**src/rtl/clock_set_ctrl_if.sv**
```systemverilog
// Button and display bus for clock_set_ctrl.
// The button side (master) drives the debounced button levels. The controller
// side (slave) drives the time fields, the display selects and the debug state.
// There is no valid/ready handshake: buttons are levels sampled on every clk
// rising edge, and every output is a register that is valid on every cycle.
interface clock_set_ctrl_if;
    logic       btn_mode;
    logic       btn_inc;
    logic [4:0] hours;
    logic [5:0] minutes;
    logic [5:0] seconds;
    logic       sel_hour;
    logic       sel_min;
    logic       setting;
    logic [1:0] state_dbg;

    modport master (
        output btn_mode, btn_inc,
        input  hours, minutes, seconds, sel_hour, sel_min, setting, state_dbg
    );

    modport slave (
        input  btn_mode, btn_inc,
        output hours, minutes, seconds, sel_hour, sel_min, setting, state_dbg
    );
endinterface

```
**src/rtl/clock_set_ctrl.sv**
```systemverilog
// Timekeeping and time-set controller for the digital clock.
// Keeps hours/minutes/seconds, lets the user set hours then minutes with the
// mode/inc buttons, and blinks the field being edited through the display
// selects (sel=1 digits, sel=0 blank). All outputs are registered.
// Optional build macro: CLOCK_SET_AUTO_REPEAT_EN enables auto-repeat of a held
// inc button in the set states (HOLD_TICKS first delay, REPEAT_TICKS interval).
module clock_set_ctrl #(
    parameter int TICKS_PER_SEC    = 50000000,
    parameter int BLINK_HALF_TICKS = 25000000,
    parameter int HOLD_TICKS       = 25000000,
    parameter int REPEAT_TICKS     = 10000000
) (
    input  logic             clk,
    input  logic             reset_,
    clock_set_ctrl_if.slave  bus
);

    localparam int PW = $clog2(TICKS_PER_SEC);
    localparam int BW = $clog2(BLINK_HALF_TICKS + 1);

    // Reject parameter values the counters cannot represent.
    if (TICKS_PER_SEC < 2 || BLINK_HALF_TICKS < 1 || HOLD_TICKS < 1 || REPEAT_TICKS < 1) begin : g_bad_param
        $error("clock_set_ctrl: invalid parameter value");
    end

    typedef enum logic [1:0] {
        ST_RUN      = 2'd0,
        ST_SET_HOUR = 2'd1,
        ST_SET_MIN  = 2'd2
    } state_t;

    state_t          state_q, state_d;
    logic [PW-1:0]   presc_q, presc_d;
    logic [BW-1:0]   blink_cnt_q, blink_cnt_d;
    logic            blink_q, blink_d;
    logic [4:0]      hours_q, hours_d;
    logic [5:0]      minutes_q, minutes_d;
    logic [5:0]      seconds_q, seconds_d;
    logic            mode_prev_q, inc_prev_q;
    logic            sel_hour_q, sel_hour_d;
    logic            sel_min_q, sel_min_d;
    logic            setting_q, setting_d;

    logic            mode_press;
    logic            inc_press;
    logic            inc_evt;

    assign mode_press = bus.btn_mode & ~mode_prev_q;
    assign inc_press  = bus.btn_inc & ~inc_prev_q;

`ifdef CLOCK_SET_AUTO_REPEAT_EN
    localparam int RMAX = (HOLD_TICKS > REPEAT_TICKS) ? HOLD_TICKS : REPEAT_TICKS;
    localparam int RW   = $clog2(RMAX + 1);

    // rep_cnt_q counts cycles since the press (or since the last repeat);
    // zero means no press is being tracked. rep_phase_q is set once the
    // initial hold delay has expired and the shorter repeat interval applies.
    logic [RW-1:0] rep_cnt_q, rep_cnt_d;
    logic          rep_phase_q, rep_phase_d;
    logic          rep_fire;

    // Auto-repeat tracking: restart on a press, clear on release or state change.
    always_comb begin
        rep_cnt_d   = rep_cnt_q;
        rep_phase_d = rep_phase_q;
        rep_fire    = 1'b0;
        if (state_q == ST_RUN || mode_press || !bus.btn_inc) begin
            rep_cnt_d   = '0;
            rep_phase_d = 1'b0;
        end else if (inc_press) begin
            rep_cnt_d   = RW'(1);
            rep_phase_d = 1'b0;
        end else if (rep_cnt_q != '0) begin
            if ((!rep_phase_q && rep_cnt_q == RW'(HOLD_TICKS)) ||
                ( rep_phase_q && rep_cnt_q == RW'(REPEAT_TICKS))) begin
                rep_fire    = 1'b1;
                rep_cnt_d   = RW'(1);
                rep_phase_d = 1'b1;
            end else begin
                rep_cnt_d = rep_cnt_q + RW'(1);
            end
        end
    end

    // Auto-repeat registers.
    always_ff @(posedge clk) begin
        if (reset_) begin
            rep_cnt_q   <= '0;
            rep_phase_q <= 1'b0;
        end else begin
            rep_cnt_q   <= rep_cnt_d;
            rep_phase_q <= rep_phase_d;
        end
    end

    assign inc_evt = inc_press | rep_fire;
`else
    assign inc_evt = inc_press;
`endif

    // Next state, time keeping/editing, blink and registered output values.
    always_comb begin
        state_d     = state_q;
        presc_d     = presc_q;
        hours_d     = hours_q;
        minutes_d   = minutes_q;
        seconds_d   = seconds_q;
        blink_d     = blink_q;
        blink_cnt_d = blink_cnt_q;

        case (state_q)
            ST_RUN: begin
                if (mode_press) begin
                    // Time freezes with seconds cleared for the edit.
                    state_d   = ST_SET_HOUR;
                    seconds_d = 6'd0;
                    presc_d   = '0;
                end else if (presc_q == PW'(TICKS_PER_SEC - 1)) begin
                    presc_d = '0;
                    if (seconds_q == 6'd59) begin
                        seconds_d = 6'd0;
                        if (minutes_q == 6'd59) begin
                            minutes_d = 6'd0;
                            hours_d   = (hours_q == 5'd23) ? 5'd0 : hours_q + 5'd1;
                        end else begin
                            minutes_d = minutes_q + 6'd1;
                        end
                    end else begin
                        seconds_d = seconds_q + 6'd1;
                    end
                end else begin
                    presc_d = presc_q + PW'(1);
                end
            end
            ST_SET_HOUR: begin
                if (mode_press) begin
                    state_d = ST_SET_MIN;
                end else if (inc_evt) begin
                    hours_d = (hours_q == 5'd23) ? 5'd0 : hours_q + 5'd1;
                end
            end
            ST_SET_MIN: begin
                if (mode_press) begin
                    // Prescaler restarts so a full second elapses before the first tick.
                    state_d = ST_RUN;
                    presc_d = '0;
                end else if (inc_evt) begin
                    minutes_d = (minutes_q == 6'd59) ? 6'd0 : minutes_q + 6'd1;
                end
            end
            default: begin
                state_d = ST_RUN;
                presc_d = '0;
            end
        endcase

        if (state_d != state_q) begin
            blink_d     = 1'b1;
            blink_cnt_d = '0;
        end else if (state_q == ST_RUN) begin
            blink_d     = 1'b1;
            blink_cnt_d = '0;
        end else if (blink_cnt_q == BW'(BLINK_HALF_TICKS - 1)) begin
            blink_d     = ~blink_q;
            blink_cnt_d = '0;
        end else begin
            blink_cnt_d = blink_cnt_q + BW'(1);
        end

        sel_hour_d = (state_d != ST_SET_HOUR) | blink_d;
        sel_min_d  = (state_d != ST_SET_MIN) | blink_d;
        setting_d  = (state_d != ST_RUN);
    end

    // State and output registers; button history resets high so a held
    // button gives no edge until it is released and pressed again.
    always_ff @(posedge clk) begin
        if (reset_) begin
            state_q     <= ST_RUN;
            presc_q     <= '0;
            blink_q     <= 1'b1;
            blink_cnt_q <= '0;
            hours_q     <= 5'd0;
            minutes_q   <= 6'd0;
            seconds_q   <= 6'd0;
            mode_prev_q <= 1'b1;
            inc_prev_q  <= 1'b1;
            sel_hour_q  <= 1'b1;
            sel_min_q   <= 1'b1;
            setting_q   <= 1'b0;
        end else begin
            state_q     <= state_d;
            presc_q     <= presc_d;
            blink_q     <= blink_d;
            blink_cnt_q <= blink_cnt_d;
            hours_q     <= hours_d;
            minutes_q   <= minutes_d;
            seconds_q   <= seconds_d;
            mode_prev_q <= bus.btn_mode;
            inc_prev_q  <= bus.btn_inc;
            sel_hour_q  <= sel_hour_d;
            sel_min_q   <= sel_min_d;
            setting_q   <= setting_d;
        end
    end

    assign bus.hours     = hours_q;
    assign bus.minutes   = minutes_q;
    assign bus.seconds   = seconds_q;
    assign bus.sel_hour  = sel_hour_q;
    assign bus.sel_min   = sel_min_q;
    assign bus.setting   = setting_q;
    assign bus.state_dbg = state_q;

endmodule

```
**src/flat_wrapper.sv**
```systemverilog
// flat-port wrapper written by rule: the top's interface ports become plain ports
module clock_set_ctrl_flat 
#(
    parameter int TICKS_PER_SEC    = 50000000,
    parameter int BLINK_HALF_TICKS = 25000000,
    parameter int HOLD_TICKS       = 25000000,
    parameter int REPEAT_TICKS     = 10000000
)
  (clk, reset_, bus_btn_mode, bus_btn_inc, bus_hours, bus_minutes, bus_seconds, bus_sel_hour, bus_sel_min, bus_setting, bus_state_dbg);
  clock_set_ctrl_if bus_i ();
  input  logic clk;
  input  logic reset_;
  input wire logic [$bits(bus_i.btn_mode)-1:0] bus_btn_mode;
  input wire logic [$bits(bus_i.btn_inc)-1:0] bus_btn_inc;
  output wire logic [$bits(bus_i.hours)-1:0] bus_hours;
  output wire logic [$bits(bus_i.minutes)-1:0] bus_minutes;
  output wire logic [$bits(bus_i.seconds)-1:0] bus_seconds;
  output wire logic [$bits(bus_i.sel_hour)-1:0] bus_sel_hour;
  output wire logic [$bits(bus_i.sel_min)-1:0] bus_sel_min;
  output wire logic [$bits(bus_i.setting)-1:0] bus_setting;
  output wire logic [$bits(bus_i.state_dbg)-1:0] bus_state_dbg;
  assign bus_i.btn_mode = bus_btn_mode;
  assign bus_i.btn_inc = bus_btn_inc;
  assign bus_hours = bus_i.hours;
  assign bus_minutes = bus_i.minutes;
  assign bus_seconds = bus_i.seconds;
  assign bus_sel_hour = bus_i.sel_hour;
  assign bus_sel_min = bus_i.sel_min;
  assign bus_setting = bus_i.setting;
  assign bus_state_dbg = bus_i.state_dbg;
  clock_set_ctrl #(.TICKS_PER_SEC(TICKS_PER_SEC), .BLINK_HALF_TICKS(BLINK_HALF_TICKS), .HOLD_TICKS(HOLD_TICKS), .REPEAT_TICKS(REPEAT_TICKS)) u_core (.clk(clk), .reset_(reset_), .bus(bus_i));
endmodule
```
**config.mk**
```make
export PLATFORM = sky130hd
export DESIGN_NAME = clock_set_ctrl_flat
export DESIGN_NICKNAME = d
export VERILOG_FILES = /design/src/rtl/clock_set_ctrl_if.sv /design/src/rtl/clock_set_ctrl.sv /design/src/flat_wrapper.sv
export SDC_FILE = /design/constraint.sdc
export NUM_CORES = 1
export LEC_CHECK = 0
export ABC_AREA = 0
export BUFFER_PORTS_ARGS = -buffer_cell sky130_fd_sc_hd__buf_4
export CAP_MARGIN = 20
export CORE_UTILIZATION = 52
export CTS_CLUSTER_SIZE = 30
export DETAILED_ROUTE_END_ITERATION = 6
export PLACE_DENSITY = 0.75
export SYNTH_ARGS = -nofsm -noshare
export SYNTH_HDL_FRONTEND = slang
export SYNTH_SLANG_ARGS = --single-unit
export TNS_END_PERCENT = 10
```
**constraint.sdc**
```tcl
create_clock -name clk -period 6 [get_ports clk]
set_input_delay 1.2 -clock clk [delete_from_list [all_inputs] [get_ports clk]]
set_output_delay 1.2 -clock clk [all_outputs]
set_load 0.01 [all_outputs]
```
**Word level (Yosys, flattened, before mapping)**

Cells that the tools add are included.

- Register bits after elaboration: 76
- Bits of input ports: 4
- Output and inout bits: 22
- Word-level logic and storage cells: 83

- Add/sub/neg operators: 5
- Equality and inequality tests: 19
- Multiplexer cells: 29
- Bitwise logic cells: 8
- Reduce and logical (&&, ||, !) cells: 10

Operator list:

| cell | number |
|---|---|
| two-way mux 26 bit | 3 |
| case mux 26 bit (3 select lines) | 1 |
| two-way mux 6 bit | 9 |
| two-way mux 5 bit | 7 |
| adder 26 x 1 -> 26 bit (second input constant) | 1 |
| equality test 26 bit (second input constant) | 1 |
| adder 25 x 1 -> 25 bit (second input constant) | 1 |
| equality test 25 bit (second input constant) | 1 |
| != test 2 x 1 -> 1 bit (second input constant) | 7 |
| adder 6 x 1 -> 6 bit (second input constant) | 2 |
| equality test 6 bit (second input constant) | 2 |
| case mux 6 bit (2 select lines) | 1 |
| case mux 5 bit (2 select lines) | 1 |
| != test 2 bit (second input constant) | 4 |
| nonzero test 2 bit | 4 |
| AND reduction 7 bit | 1 |
| two-way mux 2 bit | 3 |
| case mux 2 bit (3 select lines) | 1 |
| AND reduction 6 bit | 1 |
| adder 5 x 1 -> 5 bit (second input constant) | 1 |
| equality test 5 bit (second input constant) | 1 |
| inverter 1 bit | 4 |
| AND reduction 2 bit | 2 |
| OR reduction 4 bit | 1 |
| other kinds (7) | 11 |

**Logic depth before layout (Yosys ltp)**

Gate-level depths: netlist of the first run.

- Depth in word-level cells: 7
- Gate-level depth with buffers: 7
- Mapped depth without buffers: 6

**Worst setup path after synthesis of the first run**

OpenSTA, ideal clock, no wires.

- Path type: input port to flip-flop
- From: input bus_btn_mode
- To: register u_core.minutes_q[0] (netlist: u_core.bus.minutes[0])
- Library setup time: 123 ps
- Arrival: 2531 ps
- Required time: 5877 ps
- Path slack: 3346 ps
- Stages: 5
- Path buffers: 1
- Path through: nor2b_1 > clkbuf_1 > a211oi_1 > a21bo_2 > mux2_1

- Word-level cells in the longest chain between the ends: 3
- Elaborated cells between the ends (all ways): 4
- Classes of those cells: eq/ne (2); bitwise (1); reduce/logical (1)

Ends and longest elaborated chain:

| element | RTL line | RTL |
|---|---|---|
| from (decl) | flat_wrapper.sv:13 | `input wire logic [$bits(bus_i.btn_mode)-1:0] bus_btn_mode;` |
| AND 1 bit (*) | clock_set_ctrl.sv:48 | `assign mode_press = bus.btn_mode & ~mode_prev_q;` |
| != test 2 bit (no line) | -- |  |
| AND reduction 6 bit (no line) (*) | -- |  |
| to (signal assigned) | clock_set_ctrl.sv:197 | `minutes_q <= minutes_d;` |
| to (decl) | clock_set_ctrl.sv:37 | `logic [5:0] minutes_q, minutes_d;` |

Every way passes the cells marked *; elsewhere a longest branch is shown, timed or not.
A chain may end at the register's enable or synchronous reset.

**Worst setup path after layout of the first run**

- From: register u_core.presc_q[0]
- To: register u_core.hours_q[2] (netlist: u_core.bus.hours[2])

- Word-level cells in the longest chain between the ends: 3

Ends and longest elaborated chain:

| element | RTL line | RTL |
|---|---|---|
| from (decl) | clock_set_ctrl.sv:33 | `logic [PW-1:0] presc_q, presc_d;` |
| from (signal assigned) | clock_set_ctrl.sv:193 | `presc_q <= presc_d;` |
| equality test 26 bit | clock_set_ctrl.sv:118 | `end else if (presc_q == PW'(TICKS_PER_SEC - 1)) begin` |
| != test 2 x 1 -> 1 bit (no line) | -- |  |
| AND reduction 7 bit (no line) | -- |  |
| to (signal assigned) | clock_set_ctrl.sv:196 | `hours_q <= hours_d;` |
| to (decl) | clock_set_ctrl.sv:36 | `logic [4:0] hours_q, hours_d;` |

No other way between the ends.

==> impl_metrics.csv, run 1 <==
group,metric,value,unit
run_status,status,"complete, no violations",
finish,layout-drive-gt1-share,13.1,%
timing,final_hold_viol_count,0,
worst_setup_path,critPathLaunchType,"flop",
cts,ctsHoldBuffers,0,
worst_setup_path,cp_top_family,"simple AND/OR/NAND/NOR gates",
synth,synth_largest_area_cell,"dfxtp_1",
worst_setup_path,cp.required,6.25,ns
timing,finalMaxSlewViolations,0,
synth,synth_cell_type_count,55,
timing,rsz0062_at_grt,"false",
power_and_ir_drop,cellPowerDensity,244,nW/um2
place,post-dp-hpwl,5.76,mm
drt,route.detailed.drc,0,
job,maxCapViolations,0,
cts,clk_latency,0.35,ns
finish,instances_no_fill,589,
synth,synth_area,3860,um2
cts,clock_path_buffers,2,
synth,syn-num-nets,479,
floorplanning,initial_core_util,53.6,%
floorplanning,fp.dieW,88.2,um
synth,synth_edf_count,0,
synth,synth_top_area_share,39.4,%
worst_setup_path,reg2reg_to,"u_core.bus.hours[2]",
worst_setup_path,r2r-start,"u_core.presc_q[0]",
worst_setup_path,cp.arrival,3.15,ns
cts,cts_tree,"done",
global_route,grt_usage,22.4,%
drt,final_antenna_net_count,0,
timing,maxSlewHeadroom,41.6,%
timing,finClkSkew,0.0120,ns
floorplanning,core,7210,um2
floorplanning,dieArea,7780,um2
min_path,holdPathStages,1,
timing,min_period_over_period,48.4,%
global_route,grt_pass1_vias,3109,
synth,async_flop_share,0,%
worst_setup_path,critical_path_peak_fanout,13,
timing,setup_tns,0,ns
power_and_ir_drop,leakagePower,1.46,nW
global_route,grt_max_degree,45,
worst_setup_path,r2r_cells,6,
synth,synth_seq_cells,76,
place,io_buffer_count,25,
synth,syn_area_per_cell,8.22,um2
finish,diodes,0,
timing,layout_min_cycle_time,2.90,ns
cts,clock_sinks,76,
synth,synth_area_leaders,"dfxtp_1 (39%), nand3_1 (5.1%), nor2_1 (4.9%)",
min_path,hp-class,"reg2reg",
global_route,overflow,0,
synth,ys_seq_area_share,39.4,%
synth,synthFlopType,"dfxtp_1",
worst_setup_path,crit_path_end,"u_core.bus.hours[2]",
drt,avgViaCountPerCell,5.84,
worst_setup_path,end_kind,"flop",
global_route,antenna_found_initial,0,
power_and_ir_drop,ir_drop,0.000201,V
drt,drt_iter0_markers,199,
worst_setup_path,crit_path_cell_trace,"ha_1 > nand4_1 > nor2_1 > nand4_1 > a211oi_1 > mux2_2",
drt,avgRoutedWirePerCell,14.3,um
drt,postRouteWirelength,8.43,mm
cts,root_buffer,"clkbuf_8",
finish,n_fill_cell,640,
floorplanning,fp.dieH,88.2,um
worst_setup_path,worstSetupStartpoint,"u_core.presc_q[0]",
worst_setup_path,crit_buf_inv,0,
synth,synthesis.instances,470,
cts,ctsResizeCount,0,
synth,ys_warn_count,0,
worst_setup_path,path_common_cell,"nand4_1",
floorplanning,ios,26,
drt,firstDrtPassIters,5,
place,placed_cells,572,
finish,final_cell_mix,"dfxtp_1 (76), nor2_1 (50), nand2_1 (42)",
place,globalplace.congestion,0.824,
worst_setup_path,cpPeakStageDelay,0.59,ns
global_route,grt_pass1_wl,13.8,mm
timing,setup_viol,0,
cts,htree_levels,3,
worst_setup_path,cp.depth,6,
finish,multi_input_area,2210,um2
timing,max_freq,344,MHz
worst_setup_path,path_class,"reg2reg",
finish,final_common_cell,"dfxtp_1",
cts,clk_pin_slew,0.08,ns
timing,tightestPinTransition,0.876,ns
finish,ff_latch_area,1520,um2
worst_setup_path,cp_slowest_cell,"nand4_1",
finish,nets,494,
finish,syn2layout_area_growth,12.7,%
floorplanning,placementRows,31,
cts,cts_buffers,9,
worst_setup_path,r2r_setup_slack,3.10,ns
cts,post-cts-setup-buffers,0,
drt,num_vias,3441,
==> logic make-up (layout without fill, tap and decap cells) <==
family | after synthesis | after routing | synth area share (%)
buffers and inverters | 35 | 55 | 3.63
AND/OR/NAND/NOR | 229 | 229 | 31.6
multiplexers | 10 | 10 | 2.66
flip-flops | 76 | 76 | 39.4
adder cells (fa/ha/maj) | 5 | 5 | 1.62
XOR/XNOR | 28 | 28 | 6.35
AO/OA/AOI/OAI | 87 | 87 | 14.7
==> worst register-to-register path, delay by kind of cell (launching register included) <==
family                     cells  cell delay, ns
adders and majority gates      1            0.25
and+or+nand+nor                3            1.34
DFF                            1            0.45
muxes                          1            0.36
AOI/OAI and AO/OA              1            0.41
==> synthesized netlist by cell type, types with 6 or more instances <==
master,n
nor2_1,50
nor3_1,10
a21oi_1,27
a31oi_1,16
or2_2,8
o21ai_0,14
nand2b_1,6
nand3_1,39
clkbuf_1,21
xor2_1,14
and3_1,9
mux2i_1,8
inv_1,10
dfxtp_1,76
or3_1,9
xnor2_1,14
nand2_1,42
nand4_1,18
==> per-layer routing <==
layer | wire [um] | GRT usage [%] | part of all wire, % | up-vias
li1 | - | - | - | 1745
met1 | 4000 | 28.1 | 48 | 1608
met2 | 3990 | 37.9 | 47 | 72
met3 | 328 | 4.62 | 3.9 | 16
met4 | 111 | 8.65 | 1.3 | 0
met5 | 0 | 0 | 0 | -
==> worst min-delay path by stage <==
stage / from / endpoint / slack, ns
2_1_floorplan: u_core.blink_cnt_q[0] / u_core.blink_cnt_q[0] / 0.44
3_3_place_gp: u_core.blink_cnt_q[0] / u_core.blink_cnt_q[0] / 0.46
3_5_place_dp: u_core.presc_q[15] / u_core.presc_q[15] / 0.48
4_1_cts: u_core.presc_q[15] / u_core.presc_q[15] / 0.50
5_1_grt: u_core.presc_q[15] / u_core.presc_q[15] / 0.52
6_report: u_core.presc_q[15] / u_core.presc_q[15] / 0.50
==> sequential cells by signal, indices dropped and copies added, names as in the netlist <==
signal / cells
u_core.presc_q: 26
u_core.blink_cnt_q: 25
u_core.bus.minutes: 6
u_core.bus.seconds: 6
u_core.bus.hours: 5
u_core.bus.state_dbg: 2
u_core.blink_q: 1
u_core.bus.sel_hour: 1
u_core.bus.sel_min: 1
u_core.bus.setting: 1
u_core.inc_prev_q: 1
u_core.mode_prev_q: 1
==> stage by stage <==
| stage | total power, mW | util [%] | setup slack, ns | instance area [um2] | hold WS [ns] |
|---|---|---|---|---|---|
| 2_1_floorplan | 0.573 | - | 3.35 | 3860 | 0.442 |
| 3_5_place_dp | 0.587 | 56.8 | 3.02 | 4100 | 0.480 |
| 4_1_cts | 1.07 | 60.2 | 3.09 | 4350 | 0.497 |
| 5_1_grt | 1.10 | 60.3 | 2.85 | 4350 | 0.518 |
| 3_3_place_gp | 0.585 | 56.8 | 3.11 | 4100 | 0.458 |
| 6_report | 1.06 | 60.3 | 3.10 | 4350 | 0.496 |
==> power by group <==
part	switching (mW)	leakage (nW)	internal, mW	total, mW
combinational	0.0351	0.718	0.0201	0.0551
clock	0.188	0.127	0.299	0.487
sequential	0.0105	0.614	0.511	0.522
total	0.234	1.46	0.830	1.06
==> cell type report <==
type,count,share of cell area (%)
multi-input cells,359,50.7
flip-flops and latches,76,35.0
repair buffers,28,4.83
clock buffers,12,3.56
well taps,99,2.85
clock inverters,4,2.18
inverters,11,0.949
No activity file was read; power rests on OpenSTA's default activity.
==> run 2: changes to the inputs <==
Settings changed: ABC_AREA 0 to 1, PLACE_DENSITY 0.75 to 0.77.
Clock period 6 ns to 2.3 ns, I/O delays scaled along.
==> run 2 against run 1 <==
Compared with the run above: flip-flop and latch count did not move; sequential share of layout area down 3.8 points; utilization shrank 1.2 points; largest power group unchanged; routed wire length grew 29%; worst hold slack worse by 0.20 ns; synthesized area is 15% higher; critical path type unchanged; sequential power rose to 2.6 times the previous value; global-route usage rose by 3.8 points; combinational power grew to 2.6 times the previous value; via count increased by 32%.
==> impl_metrics.csv, run 2 <==
group,metric,value,unit
drt,drt_iter0_markers,300,
synth,synth_edf_count,0,
finish,instances_no_fill,837,
timing,maxSlewHeadroom,56.6,%
drt,firstDrtPassIters,5,
synth,synth_largest_area_cell,"dfxtp_1",
finish,syn2layout_area_growth,9.69,%
floorplanning,core,8260,um2
floorplanning,fp.dieH,94.6,um
finish,layout-drive-gt1-share,10.9,%
finish,largestRegisters,"u_core.presc_q: 26 flops, u_core.blink_cnt_q: 25 flops",
synth,ys_warn_count,0,
floorplanning,fp.dieW,94.6,um
timing,rsz0062_at_grt,"false",
synth,syn_area_per_cell,6.35,um2
cts,clock_sinks,76,
worst_setup_path,r2r_setup_slack,0.41,ns
worst_setup_path,critical_path_peak_fanout,9,
synth,synth_cell_type_count,37,
min_path,hp-class,"in2reg",
drt,avgRoutedWirePerCell,13.0,um
place,placed_cells,821,
synth,async_flop_share,0,%
drt,postRouteWirelength,10.9,mm
place,post-dp-hpwl,7.97,mm
worst_setup_path,r2r_cells,8,
run_status,status,"complete, no violations",
cts,htree_levels,3,
worst_setup_path,crit_path_end,"u_core.bus.hours[2]",
cts,cts_buffers,9,
finish,diodes,0,
floorplanning,initial_core_util,54.0,%
job,maxCapViolations,0,
place,globalplace.congestion,0.974,
power_and_ir_drop,cellPowerDensity,500,nW/um2
global_route,grt_pass1_wl,18.8,mm
synth,synth_area,4460,um2
finish,largest_reg_flops,26,
timing,min_period_over_period,82.2,%
power_and_ir_drop,ir_drop,0.000315,V
drt,final_antenna_net_count,0,
timing,setup_tns,0,ns
timing,finalMaxSlewViolations,0,
synth,synthesis.instances,702,
synth,synth_most_common_cell,"nand2_1",
worst_setup_path,critPathLaunchType,"flop",
cts,clk_pin_slew,0.09,ns
timing,layout_min_cycle_time,1.89,ns
drt,num_vias,4538,
cts,clk_latency,0.36,ns
finish,ff_latch_area,1520,um2
global_route,grt_usage,26.3,%
synth,synth_commonest_cells,"nand2_1 (207), nor2_1 (95), inv_1 (80)",
synth,ys_seq_area_share,34.1,%
synth,synth_area_leaders,"dfxtp_1 (34%), nand2_1 (17%), nor2_1 (8.0%)",
timing,max_freq,529,MHz
power_and_ir_drop,finalPower,2.44,mW
synth,syn-num-nets,711,
global_route,antenna_found_initial,0,
floorplanning,ios,26,
place,io_buffer_count,25,
timing,finClkSkew,0.0123,ns
finish,multi_input_area,2530,um2
global_route,overflow,0,
worst_setup_path,r2r-start,"u_core.bus.minutes[0]",
finish,n_fill_cell,824,
global_route,grt_max_degree,32,
floorplanning,dieArea,8940,um2
cts,root_buffer,"clkbuf_8",
worst_setup_path,worstSetupStartpoint,"u_core.bus.minutes[0]",
cts,clock_path_buffers,2,
timing,setup_viol,0,
cts,cts_tree,"done",
timing,tightestPinTransition,0.650,ns
worst_setup_path,cp.required,2.54,ns
synth,synth_seq_cells,76,
worst_setup_path,reg2reg_to,"u_core.bus.hours[2]",
finish,top_register,"u_core.presc_q",
timing,fin_ws,0.409,ns
worst_setup_path,cp.arrival,2.13,ns
synth,synth_top_area_share,34.1,%
floorplanning,placementRows,33,
worst_setup_path,end_kind,"flop",
place,pre_cts_ws,0.247,ns
finish,final_common_cell,"nand2_1",
timing,final_hold_viol_count,0,
finish,nets,736,
synth,synthFlopType,"dfxtp_1",
worst_setup_path,path_class,"reg2reg",
global_route,grt_pass1_vias,4267,
drt,route.detailed.drc,0,
drt,avgViaCountPerCell,5.42,
finish,final_cell_mix,"nand2_1 (207), nor2_1 (94), inv_1 (80)",
power_and_ir_drop,leakagePower,1.86,nW
[run 2: changes by cell type after synthesis, moves of 10 or more]
cell,delta
a21oi_1,+31
a31oi_1,-16
clkbuf_1,-16
inv_1,+70
nand2_1,+165
nor2_1,+45
xnor2_1,-10
[run 2: cell type report]
type | count | area share, %
inverter | 82 | 6.32
timing repair buffer | 28 | 4.30
sequential | 76 | 31.1
tap | 105 | 2.69
clock inverter | 7 | 1.15
clock buffer | 9 | 2.53
multi-input combinational | 530 | 51.9
[run 2: power breakdown]
group | total, mW | switching [mW] | internal, mW
logic | 0.141 | 0.100 | 0.0400
clock network | 0.960 | 0.553 | 0.407
registers | 1.34 | 0.0136 | 1.33
[run 2: metal layers]
metal  vias up  wire, um  track usage, %  share of wire (%)
met4         0       212            10.2                1.9
met3        23       594            5.15                5.5
li1       2308         -               -                  -
met2       124      5020            44.0                 46
met1      2083      5050            33.1                 46
met5         -         0               0                  0
[run 2: logic make-up (layout without fill, tap and decap cells)]
group	Yosys count	count (layout)	synth area share [%]
and+or+nand+nor	430	430	43.4
buffers and inverters	96	126	9.01
AOI/OAI and AO/OA	86	86	10.3
DFF	76	76	34.1
xor gates and xnor gates	9	9	1.77
adders and majority gates	5	5	1.40
[run 2: what timing repair did]
item                                    CTS  global route
endpoints found under the setup margin    0             1
hold buffers                              0             0
resized for setup                         0             1
setup buffers                             0             0
[run 2: stage by stage]
step	utilization [%]	hold slack [ns]	cell area, um2
4_1_cts	59.2	0.286	4880
3_3_place_gp	57.0	0.427	4700
6_report	59.2	0.291	4890
3_5_place_dp	57.0	0.446	4700
5_1_grt	59.2	0.301	4890
2_1_floorplan	-	0.417	4460
[run 2: worst max-delay path: stages (launching register included)]
cell,delay [ns]
dfxtp_1,0.42
ha_1,0.22
nand3b_1,0.09
nor2_1,0.28
inv_1,0.13
o21ai_2,0.36
nand2_1,0.13
nand2_1,0.08
a21oi_1,0.06
[run 2: worst min path at each step]
stage / startpoint / to / cells after the start
after floorplan: u_core.blink_cnt_q[0] / u_core.blink_cnt_q[0] / 1
after global placement: u_core.blink_cnt_q[0] / u_core.blink_cnt_q[0] / 1
after detailed placement: u_core.blink_cnt_q[0] / u_core.blink_cnt_q[0] / 1
after CTS: bus_btn_inc / u_core.inc_prev_q / 3
after global routing: bus_btn_inc / u_core.inc_prev_q / 3
final: bus_btn_inc / u_core.inc_prev_q / 3
